`config.mk`:
```
export PLATFORM = sky130hd
export DESIGN_NAME = i2s_rx_core
export DESIGN_NICKNAME = d
export VERILOG_FILES = /design/src/rtl/i2s_rx_core.sv
export SDC_FILE = /design/constraint.sdc
export NUM_CORES = 1
export LEC_CHECK = 0
export ABC_AREA = 1
export CORE_MARGIN = 5
export CORE_UTILIZATION = 40
export CTS_CLUSTER_SIZE = 28
export DETAILED_ROUTE_END_ITERATION = 7
export GPL_TIMING_DRIVEN = 0
export PLACE_DENSITY_LB_ADDON = 0.1
export SETUP_SLACK_MARGIN = 0.05
export SYNTH_ARGS = -nofsm -noshare
export SYNTH_HDL_FRONTEND = slang
export SYNTH_SLANG_ARGS = --single-unit
```
`constraint.sdc`:
```
create_clock -name aud_mclk -period 2.2 [get_ports aud_mclk]
set_input_delay 0.44 -clock aud_mclk [delete_from_list [all_inputs] [get_ports aud_mclk]]
set_output_delay 0.44 -clock aud_mclk [all_outputs]
set_load 0.005 [all_outputs]
```
`src/rtl/i2s_rx_core.sv`:
```
// I2S receiver: oversamples the I2S pins on aud_mclk, deserialises left/right samples
// into a small FIFO and drains them on an AXI-Stream master port.
module i2s_rx_core #(
  parameter int AUD_WIDTH       = 24,
  parameter int AXIS_DATA_WIDTH = 32,
  parameter int AXIS_TID_WIDTH  = 3,
  parameter int FIFO_DEPTH      = 4
) (
  input  logic                         aud_mclk,
  input  logic                         aud_mrst,
  input  logic                         enable,
  input  logic                         sclk_in,
  input  logic                         lrclk_in,
  input  logic                         sdata_in,
  output logic [AXIS_DATA_WIDTH-1:0]   m_axis_aud_tdata,
  output logic [AXIS_TID_WIDTH-1:0]    m_axis_aud_tid,
  output logic                         m_axis_aud_tvalid,
  input  logic                         m_axis_aud_tready,
  input  logic                         clr_status,
  output logic                         overflow,
  output logic                         frame_err,
  output logic [$clog2(FIFO_DEPTH):0]  fifo_level
);

  localparam int PTR_W = $clog2(FIFO_DEPTH);
  localparam int LVL_W = PTR_W + 1;
  localparam int CNT_W = $clog2(AUD_WIDTH + 1);
  localparam int ENT_W = AUD_WIDTH + 1;

  typedef enum logic [1:0] {
    ST_IDLE  = 2'd0,
    ST_DELAY = 2'd1,
    ST_SHIFT = 2'd2,
    ST_WAIT  = 2'd3
  } state_t;

  // Pin sampling and edge detect
  logic             sclk_s_q, lrclk_s_q, sdata_s_q, sclk_d_q;
  logic             ws_prev_q, ws_prev_d;
  logic             sclk_rise, ws, ws_edge;

  // Capture FSM
  state_t           state_q, state_d;
  logic             chan_q, chan_d;
  logic [CNT_W-1:0] bit_cnt_q, bit_cnt_d;
  logic [AUD_WIDTH-1:0] shift_q, shift_d;
  logic             push_q, push_d;
  logic [ENT_W-1:0] push_data_q, push_data_d;
  logic             ferr_set;

  // FIFO and status
  logic [ENT_W-1:0] mem_q [FIFO_DEPTH];
  logic [ENT_W-1:0] mem_d [FIFO_DEPTH];
  logic [PTR_W-1:0] wr_ptr_q, wr_ptr_d, rd_ptr_q, rd_ptr_d;
  logic [LVL_W-1:0] level_q, level_d;
  logic             overflow_q, overflow_d, frame_err_q, frame_err_d;
  logic             fifo_full, pop, do_push, ovf_set;
  logic [ENT_W-1:0] head;

  assign sclk_rise = sclk_s_q & ~sclk_d_q;
  assign ws        = lrclk_s_q;
  assign ws_edge   = ws != ws_prev_q;
  assign ws_prev_d = sclk_rise ? ws : ws_prev_q;

  always_comb begin
    state_d     = state_q;
    chan_d      = chan_q;
    bit_cnt_d   = bit_cnt_q;
    shift_d     = shift_q;
    push_d      = 1'b0;
    push_data_d = push_data_q;
    ferr_set    = 1'b0;
    if (!enable) begin
      // Dropping enable abandons any partial word; the FIFO keeps draining.
      state_d   = ST_IDLE;
      bit_cnt_d = '0;
      shift_d   = '0;
    end else if (sclk_rise) begin
      case (state_q)
        ST_IDLE: begin
          if (ws_edge) begin
            chan_d  = ws;
            state_d = ST_DELAY;
          end
        end
        ST_DELAY: begin
          state_d   = ST_SHIFT;
          bit_cnt_d = '0;
          shift_d   = '0;
        end
        ST_SHIFT: begin
          if (ws_edge) begin
            ferr_set  = 1'b1;
            chan_d    = ws;
            bit_cnt_d = '0;
            state_d   = ST_DELAY;
          end else begin
            shift_d = {shift_q[AUD_WIDTH-2:0], sdata_s_q};
            if (bit_cnt_q == CNT_W'(AUD_WIDTH - 1)) begin
              push_d      = 1'b1;
              push_data_d = {chan_q, shift_q[AUD_WIDTH-2:0], sdata_s_q};
              bit_cnt_d   = '0;
              state_d     = ST_WAIT;
            end else begin
              bit_cnt_d = bit_cnt_q + CNT_W'(1);
            end
          end
        end
        ST_WAIT: begin
          if (ws_edge) begin
            chan_d  = ws;
            state_d = ST_DELAY;
          end
        end
        default: state_d = ST_IDLE;
      endcase
    end
  end

  // AXI-Stream: a beat transfers on a cycle where tvalid & tready are both high; the head
  // entry is held on tdata/tid until then.
  assign m_axis_aud_tvalid = level_q != '0;
  assign fifo_full         = level_q == LVL_W'(FIFO_DEPTH);
  assign pop               = m_axis_aud_tvalid & m_axis_aud_tready;
  assign do_push           = push_q & (~fifo_full | pop);
  assign ovf_set           = push_q & fifo_full & ~pop;
  assign head              = mem_q[rd_ptr_q];

  always_comb begin
    mem_d    = mem_q;
    wr_ptr_d = wr_ptr_q;
    rd_ptr_d = rd_ptr_q;
    level_d  = level_q;
    if (do_push) begin
      mem_d[wr_ptr_q] = push_data_q;
      wr_ptr_d        = wr_ptr_q + PTR_W'(1);
    end
    if (pop) begin
      rd_ptr_d = rd_ptr_q + PTR_W'(1);
    end
    if (do_push && !pop) begin
      level_d = level_q + LVL_W'(1);
    end else if (!do_push && pop) begin
      level_d = level_q - LVL_W'(1);
    end
  end

  // Setting a sticky flag wins over a simultaneous clear.
  always_comb begin
    overflow_d  = overflow_q;
    frame_err_d = frame_err_q;
    if (clr_status) begin
      overflow_d  = 1'b0;
      frame_err_d = 1'b0;
    end
    if (ovf_set) begin
      overflow_d = 1'b1;
    end
    if (ferr_set) begin
      frame_err_d = 1'b1;
    end
  end

  always_comb begin
    m_axis_aud_tdata = '0;
    m_axis_aud_tid   = '0;
    if (m_axis_aud_tvalid) begin
      m_axis_aud_tdata[AUD_WIDTH+3:4] = head[AUD_WIDTH-1:0];
      m_axis_aud_tid[0]               = head[AUD_WIDTH];
    end
  end

  assign overflow   = overflow_q;
  assign frame_err  = frame_err_q;
  assign fifo_level = level_q;

  always_ff @(posedge aud_mclk) begin
    if (aud_mrst) begin
      sclk_s_q    <= 1'b0;
      lrclk_s_q   <= 1'b0;
      sdata_s_q   <= 1'b0;
      sclk_d_q    <= 1'b0;
      ws_prev_q   <= 1'b0;
      state_q     <= ST_IDLE;
      chan_q      <= 1'b0;
      bit_cnt_q   <= '0;
      shift_q     <= '0;
      push_q      <= 1'b0;
      push_data_q <= '0;
      mem_q       <= '{default: '0};
      wr_ptr_q    <= '0;
      rd_ptr_q    <= '0;
      level_q     <= '0;
      overflow_q  <= 1'b0;
      frame_err_q <= 1'b0;
    end else begin
      sclk_s_q    <= sclk_in;
      lrclk_s_q   <= lrclk_in;
      sdata_s_q   <= sdata_in;
      sclk_d_q    <= sclk_s_q;
      ws_prev_q   <= ws_prev_d;
      state_q     <= state_d;
      chan_q      <= chan_d;
      bit_cnt_q   <= bit_cnt_d;
      shift_q     <= shift_d;
      push_q      <= push_d;
      push_data_q <= push_data_d;
      mem_q       <= mem_d;
      wr_ptr_q    <= wr_ptr_d;
      rd_ptr_q    <= rd_ptr_d;
      level_q     <= level_d;
      overflow_q  <= overflow_d;
      frame_err_q <= frame_err_d;
    end
  end

endmodule

```
==> impl_metrics.tcl, run 1 <==
set metrics [dict create \
    core_sq_mm 0.01815 \
    min_to "shift_q[0]" \
    yosysTopAreaCell "dfxtp_1" \
    cts_buffers 17 \
    htree_num_levels 4 \
    r2r_start "fifo_level[0]" \
    slew_headroom_pct 53.16 \
    max-cap-violations 0 \
    setup_viol 0 \
    synth_edf_count 0 \
    synth_area_leaders "dfxtp_1 46%, a21oi_1 13%, nand2_1 9.0%, nand3_1 8.7%, inv_1 3.7%" \
    hold_violations 0 \
    vias 6827 \
    setup.worst_path.start_class "register" \
    path_clk_slew_ns 0.06 \
    syn_inst 1013 \
    fin_util_pct 49.11 \
    multi_input_area_sq_mm 0.003327 \
    ys_seq_area_share_pct 46.11 \
    regArea_sq_mm 0.003432 \
    worstPathArrival_ns 1.71 \
    avgRoutedWirePerCell_microns 16.25 \
    wl_met2_microns 10020 \
    fin_worst_skew_ns 0.005967 \
    min_from "sdata_s_q" \
    power_density_mw_per_mm2 916.3 \
    cts_tree "yes" \
    grt_max_degree 17 \
    r2r-end "fifo_level[1]" \
    fillers 1883 \
    grt_pass1_vias 6396 \
    hold_path_depth 2 \
    grt_setup_unrepaired "true" \
    viasPerCell 5.156 \
    dp_slack_ns -0.5060 \
    fmax_mhz 465.1 \
    root_buffer "clkbuf_16" \
    ys_ff_latch 171 \
    ant_nets 0 \
    yosys.cell_count.top_type "a21oi_1" \
    globalplace.congestion 0.8581 \
    antenna_found_initial 0 \
    fin_nets 1101 \
    power_mw 8.166 \
    ys_async_sr_fraction_pct 0 \
    dpl.hpwl_microns 15280 \
    syn2layout_area_growth_pct 20.04 \
    synth.distinct_cells 29 \
    wl_met1_microns 10180 \
    fin_crit_ns 2.150 \
    synthTopCellsByCount "187 x a21oi_1, 179 x nand2_1, 171 x dfxtp_1" \
    path_class "register to output pin" \
    leakagePower_nw 3.188 \
    worst_slack_ns 0.04974 \
    cts_sinks 171 \
    antenna_cells 0 \
    post-route-drc-count 0 \
    syn_area_per_cell_sq_um 7.329 \
    routed_wl_microns 21520 \
    insertion_delay_ns 0.43 \
    synth_top_cell_area_share_pct 46.11 \
    grt-ovfl-total 0 \
    track_usage_pct 20.31 \
    synthFlopType "dfxtp_1" \
    fin_tns_setup_ns 0 \
    die_w_microns 146.2 \
    ctsLongestPathBuffers 2 \
    required_ns 1.76 \
    routed.top_layer "met4" \
    tightest_slew_ns 0.7025 \
    ys_warn_count 0 \
    rows 49 \
    io_buffer_count 38 \
    worstSetupEndpointType "output pin" \
    ff2ff_path_depth 10 \
    placedCellCount 1289 \
    netlist_area_sq_mm 0.007425 \
    min_path_type "register to register" \
    drive_above_1_share_pct 14.43 \
    stdcell_count 1324 \
    drv_slew 0 \
    dieArea_sq_mm 0.02139 \
    initial_utilization_pct 40.91 \
    reg2reg_slack_ns 0.23 \
    wl_met3_microns 1072 \
    path_max_fanout 10 \
    critPathLaunch "rd_ptr_q[1]" \
    status "complete, no violations" \
    drtIter0Drc 484 \
    period_share_pct 97.74 \
    dr.pass1.iters 5 \
    io_pins 49 \
    die_h_microns 146.2 \
    irDropWorstVdd_v 0.0007886 \
    grt_pass1_wl_microns 34670 \
]
[metal layers]
metal / vias up / global-route usage, %
li1: 3453 / -
met1: 3179 / 27.64
met3: 18 / 3.440
met2: 177 / 33.29
met4: 0 / 5.880
met5: - / 0
[final cells by class]
| cell class | instances | share of cell area (%) |
|---|---|---|
| timing repair buffer | 43 | 3.566 |
| multi-input combinational | 685 | 37.33 |
| clock inverter | 12 | 1.629 |
| inverter | 81 | 3.566 |
| clock buffer | 19 | 5.082 |
| tap | 229 | 3.215 |
| sequential | 171 | 38.51 |
| buffer | 84 | 7.104 |
[how the worst max path moves through the flow]
| stage | cells past startpoint | slack, ns | endpoint |
|---|---|---|---|
| global route | 6 | -0.000009 | m_axis_aud_tdata[12] |
| detailed placement | 14 | -0.51 | fifo_level[2] |
| floorplan | 13 | 0.25 | fifo_level[2] |
| CTS | 6 | -0.21 | m_axis_aud_tdata[15] |
| global placement | 14 | -0.50 | fifo_level[2] |
| finish | 6 | 0.05 | m_axis_aud_tdata[12] |
[where the power goes]
group / total (mW) / internal (mW) / switching, mW
sequential: 3.21 / 3.15 / 0.0626
clock: 3.09 / 1.83 / 1.26
combinational: 1.87 / 0.757 / 1.11
total: 8.17 / 5.74 / 2.43
[repair_timing]
| item | 4_1_cts | 5_1_grt |
|---|---|---|
| hold buffers | 0 | 0 |
| buffers inserted | 2 | 3 |
| endpoints found under the setup margin | 28 | 24 |
| hold endpoints to repair | 0 | 0 |
| resized for setup | 118 | 48 |
| pin swaps | 7 | 15 |
[stage by stage]
stage | hold WS, ns | instance area, sq um
floorplan | 0.4136 | 7458
global placement | 0.4252 | 8125
detailed placement | 0.4326 | 8125
CTS | 0.4472 | 8924
global route | 0.4554 | 8912
finish | 0.4456 | 8912
[flip-flops by register name (all words and copies together) (netlist names), 2 cells and up]
signal and cells:
shift_q 23, wr_ptr_q 2, state_q 2, push_data_q 25, mem_q 100, bit_cnt_q 5, fifo_level 3, rd_ptr_q 2
[cells in the final DEF, fill, tap and decap left out, types with 4 or more instances in the layout]
cell type	n
a21oi_2	15
clkbuf_16	20
dfxtp_1	166
a21oi_1	172
buf_2	24
ha_1	9
nand2_2	5
clkbuf_1	13
inv_2	4
buf_1	15
buf_4	20
conb_1	10
nand2_1	178
o21ai_1	34
clkbuf_2	13
clkdlybuf4s50_1	13
clkinv_2	7
dfxtp_2	4
clkbuf_8	7
nor2_1	67
buf_6	15
inv_1	72
nand3_1	129
o21ai_0	47
[critical path, cell delays in order (launching register included)]
cell and delay [ns]:
dfxtp_2 0.32, buf_6 0.12, buf_4 0.18, a21oi_1 0.15, o21ai_0 0.12, a21oi_1 0.17, clkdlybuf4s15_2 0.22
[kinds of logic after synthesis]
family | after synthesis | synth area share (%)
other cells | 1 | 0.05051
simple gates | 392 | 22.92
buf+inv | 166 | 10.53
xor+xnor | 2 | 0.2360
flops | 171 | 46.11
compound gates | 271 | 18.37
fa+ha+maj | 10 | 1.786
No activity file was read; power rests on OpenSTA's default activity.
==> inputs of run 2 (changes only) <==
--- a/config.mk
+++ b/config.mk
@@ -12,6 +12,7 @@
 export DETAILED_ROUTE_END_ITERATION = 7
 export GPL_TIMING_DRIVEN = 0
 export PLACE_DENSITY_LB_ADDON = 0.1
+export REMOVE_ABC_BUFFERS = 1
 export SETUP_SLACK_MARGIN = 0.05
 export SYNTH_ARGS = -nofsm -noshare
 export SYNTH_HDL_FRONTEND = slang
==> run 2 against run 1 <==
Net effect: clock skew is 0.00087 ns lower; die area stayed put; final area is 3.6% lower; worst hold slack worse by 0.034 ns.
==> impl_metrics.tcl, run 2 (synthesized netlist as in run 1, its figures left out) <==
set metrics [dict create \
    status "complete, no violations" \
    setup_viol 0 \
    fillers 1910 \
    largest_reg_flops 100 \
    regMostFlops "mem_q" \
    period_share_pct 95.30 \
    drtIter0Drc 339 \
    drive_above_1_share_pct 11.55 \
    grt_max_degree 85 \
    p_sw_share_pct 29.13 \
    ant_nets 0 \
    hold_violations 0 \
    reg2reg_slack_ns 0.25 \
    combPwrFrac_pct 23.1 \
    ff2ff_path_depth 9 \
    initial_utilization_pct 40.91 \
    slew_headroom_pct 36.09 \
    r2r-end "fifo_level[1]" \
    path_max_fanout 52 \
    setup.worst_path.start_class "register" \
    io_pins 49 \
    vias 6460 \
    required_ns 1.76 \
    viasPerCell 5.164 \
    antenna_found_initial 0 \
    irDropWorstVdd_v 0.0007677 \
    dr.pass1.iters 5 \
    syn2layout_area_growth_pct 15.76 \
    grt-ovfl-total 0 \
    worst_slack_ns 0.1035 \
    grt_pass1_wl_microns 31550 \
    whs_ns 0.4117 \
    fin_util_pct 47.36 \
    tightest_slew_ns 0.9576 \
    ctsLongestPathBuffers 2 \
    cts_hold_buf 0 \
    fin_nets 1028 \
    power_frac_seq_pct 39.8 \
    path_clk_slew_ns 0.06 \
    htree_num_levels 4 \
    min_path_type "primary input to register" \
    min_from "aud_mrst" \
    fmax_mhz 477.0 \
    fin_worst_skew_ns 0.005100 \
    routed_wl_microns 19340 \
    antenna_cells 0 \
    fin_crit_ns 2.097 \
    path_class "register to output pin" \
    globalplace.congestion 0.7617 \
    leakagePower_nw 2.992 \
    max-cap-violations 0 \
    core_sq_mm 0.01815 \
    worstSetupEndpointType "output pin" \
    die_h_microns 146.2 \
    avgRoutedWirePerCell_microns 15.46 \
    r2r_start "fifo_level[0]" \
    dpl.hpwl_microns 10460 \
    power_mw 8.077 \
    dp_slack_ns -1.129 \
    hold_path_depth 2 \
    track_usage_pct 18.19 \
    min_to "sclk_s_q" \
    cts_sinks 171 \
    die_w_microns 146.2 \
    pwr-share-clk_pct 37.1 \
    cts_buffers 17 \
    p_switching_mw 2.353 \
    dieArea_sq_mm 0.02139 \
    grt_setup_unrepaired "true" \
    post-route-drc-count 0 \
    grt_pass1_vias 5884 \
    root_buffer "clkbuf_16" \
    p_int_mw 5.724 \
    final_cell_mix "178 x nand2_1, 172 x a21oi_1, 167 x dfxtp_1" \
    worstPathArrival_ns 1.66 \
    rows 49 \
    top_regs "mem_q x100, push_data_q x25, shift_q x23" \
    drv_slew 0 \
    insertion_delay_ns 0.42 \
    final_common_cell "nand2_1" \
    cts_tree "yes" \
    power_density_mw_per_mm2 939.8 \
    io_buffer_count 38 \
]
==> run 2: timing repair <==
item	CTS	global route
pin swaps	11	20
setup buffers	6	3
endpoints found under the setup margin	149	73
cloned	3	0
resized for setup	126	53
==> run 2: worst max path at each step <==
stage / from / endpoint / depth (start not counted)
5_1_grt: rd_ptr_q[0] / m_axis_aud_tdata[23] / 6
6_report: rd_ptr_q[0] / m_axis_aud_tdata[23] / 6
3_5_place_dp: rd_ptr_q[1] / m_axis_aud_tdata[11] / 5
3_3_place_gp: aud_mrst / shift_q[16] / 6
2_1_floorplan: rd_ptr_q[0] / m_axis_aud_tid[0] / 4
4_1_cts: rd_ptr_q[0] / m_axis_aud_tdata[20] / 6
==> run 2: cell type report <==
class	count	area, sq um	area share (%)
Timing Repair Buffer	52	535.5	6.231
Inverter	81	364.1	4.236
Clock inverter	8	90.09	1.048
Clock buffer	23	498.0	5.794
Timing Repair inverter	1	8.758	0.1019
Sequential cell	171	3433	39.95
Tap cell	229	286.5	3.334
Multi-Input combinational cell	686	3378	39.31
==> run 2: power groups by stage <==
stage                     clock, mW  sequential [mW]  combinational [mW]
after detailed placement          0             3.33                1.34
after global routing           3.20             3.23                2.03
after global placement            0             3.38                1.24
final                          3.00             3.22                1.86
after floorplan                   0             3.32               0.628
after CTS                      3.05             3.22                1.85
==> run 2: metal layers <==
metal / track usage (%) / up-vias / routed length (microns)
li1: - / 3319 / -
met1: 25.07 / 3000 / 9537
met2: 28.92 / 117 / 8696
met3: 3.347 / 24 / 683
met4: 5.974 / 0 / 418
met5: 0 / - / 0
==> run 2: stage by stage <==
| stage | TNS [ns] | instance area [sq um] | std cells |
|---|---|---|---|
| 3_3_place_gp | -574.94 | 7649 | 1204 |
| 3_5_place_dp | -74.48 | 7750 | 1208 |
| 5_1_grt | 0 | 8594 | 1251 |
| 2_1_floorplan | -20.73 | 6982 | 937 |
| 4_1_cts | 0 | 8533 | 1248 |
| 6_report | 0 | 8594 | 1251 |
==> run 2: critical path: stages (launching register included) <==
cell and delay, ns:
dfxtp_4 0.40, buf_16 0.15, inv_16 0.08, a21oi_2 0.13, o21ai_1 0.09, a21oi_1 0.14, clkdlybuf4s15_2 0.21
==> inputs of run 3 (changes only) <==
--- a/config.mk
+++ b/config.mk
@@ -6,12 +6,13 @@
 export NUM_CORES = 1
 export LEC_CHECK = 0
 export ABC_AREA = 1
+export CAP_MARGIN = 25
 export CORE_MARGIN = 5
 export CORE_UTILIZATION = 40
 export CTS_CLUSTER_SIZE = 28
 export DETAILED_ROUTE_END_ITERATION = 7
 export GPL_TIMING_DRIVEN = 0
-export PLACE_DENSITY_LB_ADDON = 0.1
+export PLACE_DENSITY = 0.69
 export REMOVE_ABC_BUFFERS = 1
 export SETUP_SLACK_MARGIN = 0.05
 export SYNTH_ARGS = -nofsm -noshare
==> run 3 against run 2 <==
Net effect: clock power about the same; final area up 2.6%; sequential share of layout area down 1.0 points; critical path depth unchanged; combinational power up 8%; critical path type unchanged; critical endpoint is now m_axis_aud_tdata[25].
==> impl_metrics.tcl, run 3 (synthesized netlist as in run 1, its figures left out) <==
set metrics [dict create \
    status "complete, no violations" \
    globalplace.congestion 0.7739 \
    p_int_mw 5.666 \
    grt_pass1_vias 5991 \
    worstSetupEndpointType "output pin" \
    top_regs "mem_q x100, push_data_q x25, shift_q x23" \
    fin_util_pct 48.57 \
    ctsLongestPathBuffers 2 \
    grt-ovfl-total 0 \
    grt_setup_unrepaired "true" \
    grt_pass1_wl_microns 30760 \
    fin_crit_ns 2.138 \
    final_cell_mix "178 x nand2_1, 175 x a21oi_1, 167 x dfxtp_1" \
    path_max_fanout 13 \
    fin_nets 1044 \
    io_pins 49 \
    cts_hold_buf 0 \
    power_density_mw_per_mm2 933.3 \
    cts_buffers 17 \
    fmax_mhz 467.7 \
    placed_area_sq_mm 0.007835 \
    leakagePower_nw 3.104 \
    core_sq_mm 0.01815 \
    setup_viol 0 \
    ff2ff_path_depth 9 \
    grt_max_degree 69 \
    htree_num_levels 4 \
    combPwrFrac_pct 24.5 \
    fin_tns_setup_ns 0 \
    die_h_microns 146.2 \
    slew_headroom_pct 31.72 \
    hold_violations 0 \
    p_sw_share_pct 31.13 \
    cts_sinks 171 \
    final_common_cell "nand2_1" \
    drv_slew 0 \
    initial_utilization_pct 40.91 \
    critPathLaunch "rd_ptr_q[0]" \
    dp_slack_ns -0.8872 \
    fin_worst_skew_ns 0.01207 \
    p_switching_mw 2.561 \
    cts_tree "yes" \
    pwr-share-clk_pct 36.6 \
    regMostFlops "mem_q" \
    track_usage_pct 17.41 \
    antenna_cells 0 \
    path_class "register to output pin" \
    insertion_delay_ns 0.44 \
    setup.worst_path.start_class "register" \
    max-cap-violations 0 \
    drtIter0Drc 549 \
    drive_above_1_share_pct 12.61 \
    worstPathArrival_ns 1.70 \
    power_frac_seq_pct 38.9 \
    root_buffer "clkbuf_16" \
    path_clk_slew_ns 0.07 \
    placedCellCount 1212 \
    largest_reg_flops 100 \
    post-route-drc-count 0 \
    r2r-end "fifo_level[1]" \
    critical_path.endpoint "m_axis_aud_tdata[25]" \
    die_w_microns 146.2 \
    period_share_pct 97.18 \
    dpl.hpwl_microns 10620 \
    io_buffer_count 38 \
    required_ns 1.76 \
    tightest_slew_ns 1.023 \
    ant_nets 0 \
    irDropWorstVdd_v 0.0006620 \
    syn2layout_area_growth_pct 18.72 \
    routed_wl_microns 20320 \
    dr.pass1.iters 5 \
    antenna_found_initial 0 \
    reg2reg_slack_ns 0.20 \
    r2r_start "fifo_level[0]" \
    avgRoutedWirePerCell_microns 16.03 \
    rows 49 \
    viasPerCell 5.330 \
    stdcell_count 1268 \
    worst_slack_ns 0.06193 \
    stdcell_area_sq_mm 0.008815 \
    dieArea_sq_mm 0.02139 \
    min_path_type "register to register" \
    vias 6759 \
    fillers 1764 \
]
==> run 3: cell types whose count changed in the layout (fill, tap and decap cells not counted), sizes merged <==
cell and change:
bufinv -1, bufbuf +1, clkdlybuf4s15 -2, inv +4, clkinv +4, clkbuf +4, buf +4, dlygate4sd2 +1
clkinvlp +2
==> run 3: worst min-delay path by stage <==
stage	cells past startpoint	endpoint	start	slack, ns
final	2	shift_q[0]	sdata_s_q	0.46
after global routing	2	shift_q[0]	sdata_s_q	0.47
after CTS	2	shift_q[0]	sdata_s_q	0.46
after detailed placement	2	shift_q[0]	sdata_s_q	0.44
after global placement	2	shift_q[0]	sdata_s_q	0.44
after floorplan	2	shift_q[0]	sdata_s_q	0.41
==> run 3: routing by layer <==
metal	track usage (%)	up-vias	share of wire, %
met3	3.998	29	7.0
met4	4.939	0	1.6
met5	0	-	0
li1	-	3351	-
met1	23.62	3152	45
met2	27.90	227	47
==> run 3: through the flow <==
step                      hold WS, ns  power [mW]
after floorplan                0.4136       3.945
after global placement         0.4361       4.578
after detailed placement       0.4447       4.615
after CTS                      0.4582       7.816
after global routing           0.4693       8.530
final                          0.4561       8.227
==> run 3: cell type report <==
| class | count | area, sq um | area share, % |
|---|---|---|---|
| Sequential cell | 171 | 3433 | 38.95 |
| Tap cell | 229 | 286.5 | 3.251 |
| Clock inverter | 13 | 142.6 | 1.618 |
| Clock buffer | 19 | 452.9 | 5.138 |
| Multi-Input combinational cell | 686 | 3363 | 38.15 |
| Timing Repair Buffer | 64 | 714.4 | 8.105 |
| Inverter | 81 | 365.4 | 4.145 |
| Timing Repair inverter | 5 | 56.30 | 0.6388 |
==> run 3: power groups by stage <==
stage	Combinational (mW)	Sequential, mW	Clock, mW
floorplan	0.628	3.32	0
global placement	1.20	3.37	0
detailed placement	1.25	3.36	0
CTS	1.56	3.22	3.04
global route	2.13	3.20	3.19
finish	2.01	3.20	3.01
==> run 3: timing repair <==
| item | 4_1_cts | 5_1_grt |
|---|---|---|
| pin swaps | 14 | 15 |
| setup endpoints to repair | 152 | 140 |
| cloned | 3 | 6 |
| setup buffers | 8 | 8 |
| resized for setup | 85 | 70 |
==> run 3: worst max-delay path: stages (launching register included) <==
cell and delay (ns):
dfxtp_4 0.36, buf_6 0.16, buf_16 0.17, a21oi_2 0.13
o21ai_1 0.07, a21oi_1 0.13, dlygate4sd2_1 0.24
